`config.mk`:
```
export PLATFORM = sky130hd
export DESIGN_NAME = regfile_bank
export DESIGN_NICKNAME = d
export VERILOG_FILES = /design/src/rtl/regfile_bank.sv
export SDC_FILE = /design/constraint.sdc
export NUM_CORES = 1
export LEC_CHECK = 0
export CAP_MARGIN = 20
export CORE_MARGIN = 3
export CORE_UTILIZATION = 30
export DETAILED_ROUTE_END_ITERATION = 12
export PLACE_DENSITY = 0.56
export SLEW_MARGIN = 20
export SYNTH_ARGS = -nofsm -noshare
export SYNTH_HDL_FRONTEND = slang
export SYNTH_SLANG_ARGS = --single-unit
```
`constraint.sdc`:
```
create_clock -name clk -period 3.1 [get_ports clk]
set_input_delay 0.62 -clock clk [delete_from_list [all_inputs] [get_ports clk]]
set_output_delay 0.62 -clock clk [all_outputs]
set_load 0.02 [all_outputs]
```
`src/rtl/regfile_bank.sv`:
```
// regfile_bank: DEPTH x WIDTH register bank, one synchronous write port and
// two combinational read ports built as binary trees of 2:1 selectors.
// The last register (DEPTH-1) has no storage and always reads zero.
// Optional macro REGFILE_BYPASS_EN adds a final same-cycle write-forwarding
// stage on each read port (write-before-read).

// One read port: DEPTH:1 selection as a heap-ordered binary tree.
// Node 0 is the root, node i has children 2i+1 (addr bit 0) and 2i+2 (addr
// bit 1); leaves occupy nodes DEPTH-1 .. 2*DEPTH-2 in register order, so the
// leaf level is steered by the address LSB and the root by the MSB.
module regfile_bank_rdport #(
    parameter int WIDTH = 16,
    parameter int DEPTH = 8,
    parameter int AW    = $clog2(DEPTH)
) (
    input  logic [AW-1:0]                i_addr,
    input  logic [DEPTH-1:0][WIDTH-1:0]  i_leaves,
    output logic [WIDTH-1:0]             o_data
);
    localparam int NODES = 2*DEPTH - 1;

    logic [NODES-1:0][WIDTH-1:0] w_node;

    genvar g;
    generate
        // leaves: register values in index order
        for (g = 0; g < DEPTH; g++) begin : g_leaf
            assign w_node[DEPTH-1+g] = i_leaves[g];
        end
        // internal nodes: depth d from root uses address bit AW-1-d
        for (g = 0; g < DEPTH-1; g++) begin : g_mux
            localparam int LVL = $clog2(g + 2) - 1;
            localparam int BIT = AW - 1 - LVL;
            assign w_node[g] = i_addr[BIT] ? w_node[2*g+2] : w_node[2*g+1];
        end
    endgenerate

    assign o_data = w_node[0];
endmodule

module regfile_bank #(
    parameter int WIDTH = 16,
    parameter int DEPTH = 8
) (
    input  logic                       clk,
    input  logic                       reset_n,
    input  logic                       wr_en,
    input  logic [$clog2(DEPTH)-1:0]   wr_addr,
    input  logic [WIDTH-1:0]           wr_data,
    input  logic [$clog2(DEPTH)-1:0]   rd_addr_a,
    input  logic [$clog2(DEPTH)-1:0]   rd_addr_b,
    output logic [WIDTH-1:0]           rd_data_a,
    output logic [WIDTH-1:0]           rd_data_b
);
    localparam int           AW    = $clog2(DEPTH);
    localparam logic [AW-1:0] ZADDR = AW'(DEPTH - 1);

    // storage only for registers 0..DEPTH-2
    logic [DEPTH-2:0][WIDTH-1:0] r_regs;
    logic [DEPTH-1:0][WIDTH-1:0] w_leaf;
    logic [1:0][AW-1:0]          w_rd_addr;
    logic [1:0][WIDTH-1:0]       w_tree;
    logic [1:0][WIDTH-1:0]       w_rd_data;

    // write port; reset clears all storage immediately and blocks writes
    always_ff @(posedge clk or negedge reset_n) begin
        if (!reset_n) begin
            r_regs <= '0;
        end else if (wr_en) begin
            for (int i = 0; i < DEPTH-1; i++) begin
                if (wr_addr == AW'(i)) r_regs[i] <= wr_data;
            end
        end
    end

    // leaf vector: stored registers plus the hardwired zero register
    assign w_leaf = {{WIDTH{1'b0}}, r_regs};

    assign w_rd_addr = {rd_addr_b, rd_addr_a};

    genvar p;
    generate
        for (p = 0; p < 2; p++) begin : g_port
            regfile_bank_rdport #(
                .WIDTH (WIDTH),
                .DEPTH (DEPTH),
                .AW    (AW)
            ) u_rdport (
                .i_addr   (w_rd_addr[p]),
                .i_leaves (w_leaf),
                .o_data   (w_tree[p])
            );
`ifdef REGFILE_BYPASS_EN
            // forward the in-flight write; never for the zero register or in reset
            logic w_fwd;
            assign w_fwd = reset_n && wr_en && (wr_addr != ZADDR) &&
                           (w_rd_addr[p] == wr_addr);
            assign w_rd_data[p] = w_fwd ? wr_data : w_tree[p];
`else
            assign w_rd_data[p] = w_tree[p];
`endif
        end
    endgenerate

    assign rd_data_a = w_rd_data[0];
    assign rd_data_b = w_rd_data[1];
endmodule

```
==> impl_metrics.csv <==
group,metric,value,unit
status,status,"finished, final reports clean",
routing,via_per_inst,5.35,
critical_path,rr_worst_depth,1,
floorplan,die_y,150,µm
cells_and_area,largestRegisters,"r_regs (112)",
cells_and_area,antennaDiodeCount,0,
synth,ys.flop_type,"dfrtp_1",
place,place_hpwl,11300,µm
critical_path,r2r_slack,2.30,ns
sta,hold_violations,0,
floorplan,rows,51,
synth,synth_common_cells,"112 x dfrtp_1, 112 x mux2_2, 80 x mux2i_1",
synth,synthArstFlopShare,1.00,
synth,yosysSeqAreaShare,0.454,
floorplan,die_x,150,µm
grt,grt_pass1_vias,4526,
grt,grt_pass1_wl,26500,µm
critical_path,critPathLaunch,"rd_addr_b[1]",
synth,synthTopCellsByArea,"dfrtp_1 45%, mux2_2 20%, mux2i_1 13%",
floorplan,io_pins,60,
sta,setup_violations,0,
clock_network,cts_buffers,9,
hold_path,timing.hold.worst.class,"in -> async",
synth,yosysTopAreaCellShare,0.454,
clock_network,cts_sinks,112,
synth,yosysWarnings,0,
power_and_ir_drop,power.leakage,3.25,nW
clock_network,path_clk_slew,0.07,ns
synth,syn-cell-area,0.00618,mm²
synth,syn_nets,500,
sta,max_freq,330,MHz
power_and_ir_drop,power.density,591,mW/mm²
routing,firstDrtPassIters,4,
routing,totalWireLength,16800,µm
critical_path,endpoint,"rd_data_b[10]",
sta,worstMarginPinSlew,0.814,ns
grt,antenna_found_initial,0,
floorplan,dieArea,0.0224,mm²
cells_and_area,nets,564,
synth,ys_types,25,
cells_and_area,area_growth,20.2,%
cells_and_area,drive_gt1_frac,0.360,
critical_path,end_kind,"output port",
sta,fin_crit_sh,0.976,
synth,synth_top_area_cell,"dfrtp_1",
sta,fin_skew,0,ns
sta,min_period,3.03,ns
synth,postSynthAreaPerCell,13.1,µm²
run,cap_violations,0,
power_and_ir_drop,peakVddDrop,266,µV
cells_and_area,regMostFlops,"r_regs",
critical_path,worstReg2RegEnd,"r_regs[95]",
power_and_ir_drop,finalPower,4.39,mW
place,portBuffers,59,
grt,grt_max_degree,49,
clock_network,cts_max_level,3,
critical_path,startpoint_type,"input pin",
critical_path,rr_startpoint,"r_regs[95]",
floorplan,initial_core_util,0.311,
routing,routedWlPerCell,20.9,µm
critical_path,cp.arrival,2.41,ns
clock_network,cts.path.max_buffers,2,
synth,synth_cells,472,
sta,relSlewSlack,0.455,
cells_and_area,final_util,0.374,
floorplan,core_area,0.0198,mm²
sta,drv_slew,0,
synth,synth-edff-count,0,
place,gp_congestion,0.755,
critical_path,cp_max_fo,10,
routing,dr_total_vias,4309,
clock_network,hold_buffers,0,
routing,postRouteAntennaNets,0,
clock_network,clock_latency,0.35,ns
grt,grt-ovfl-total,0,
critical_path,required,2.48,ns
grt,track_usage,0.154,
sta,rsz0062_at_grt,"no",
clock_network,ctsRootBufferMaster,"clkbuf_16",
synth,ys_seq_elements,112,
routing,drc,0,
cells_and_area,largest_reg_flops,112,
routing,drtIter0Drc,233,
critical_path,path_class,"in -> out",
clock_network,cts_tree,"yes",
==> worst min path at each step <==
stage                            end      start  cells past startpoint
after floorplan            r_regs[0]    reset_n                      0
after global placement     r_regs[2]  r_regs[2]                      1
after detailed placement   r_regs[7]  r_regs[7]                      1
after CTS                 r_regs[70]    reset_n                      1
after global routing      r_regs[38]    reset_n                      1
final                     r_regs[22]    reset_n                      1
==> through the flow <==
stage | hold WS (ns) | setup TNS [ns] | setup slack, ns | cells | instance area (µm²)
2_1_floorplan | 0.324 | 0 | 0.511 | 472 | 6180
3_3_place_gp | 0.504 | -6.00 | -0.332 | 790 | 7160
3_5_place_dp | 0.512 | -5.88 | -0.306 | 790 | 7160
4_1_cts | 0.276 | 0 | 0.00368 | 806 | 7430
5_1_grt | 0.305 | 0 | 0.00253 | 806 | 7430
6_report | 0.272 | 0 | 0.0732 | 806 | 7430
==> layout by cell type (no fill, tap or decap), drive strengths merged, types with 16 or more instances in the layout <==
cell / n
dfrtp: 112
a221oi: 32
buf: 39
a2bb2oi: 16
inv: 17
mux2: 112
dlygate4sd2: 21
mux2i: 80
a2111oi: 16
o221a: 16
clkdlybuf4s50: 24
==> repair_timing <==
action | in CTS | in global routing
resized for setup | 34 | 18
cloned | 0 | 0
setup endpoints to repair | 32 | 17
buffers inserted | 0 | 0
==> critical path, stage by stage <==
cell and delay (ns):
clkdlybuf4s50_1 0.48, nand2b_1 0.20, buf_4 0.20, o221a_2 0.29, a221oi_1 0.25, clkdlybuf4s15_1 0.36
==> routing by layer <==
metal,track usage,share of wire,wire length (µm)
met4,0.0494,0.014,240
met5,0,0,0
met2,0.251,0.48,8080
met1,0.212,0.47,7920
met3,0.0233,0.036,606
==> final cells by class <==
cell class	count	area, µm²
fillers	1927	12400
multi-input cells	302	3070
flip-flops and latches	112	2800
repair buffers	95	855
well taps	265	332
clock buffers	10	239
clock inverters	6	67.6
inverters	16	60.1
==> report_power, final <==
group	leakage, nW	internal (mW)	switching [mW]	total [mW]
clock network	0.145	0.652	0.549	1.20
registers	1.34	1.78	0.242	2.03
logic	1.76	0.621	0.540	1.16
==> logic make-up (layout without fill, tap and decap cells) <==
logic type	Yosys count	count (layout)	synth area share
buffers and inverters	58	127	0.0494
DFF	112	112	0.454
muxes	192	192	0.334
AOI/OAI and AO/OA	80	80	0.120
and+or+nand+nor	30	30	0.0433
Power figures use the tool's default switching activity.
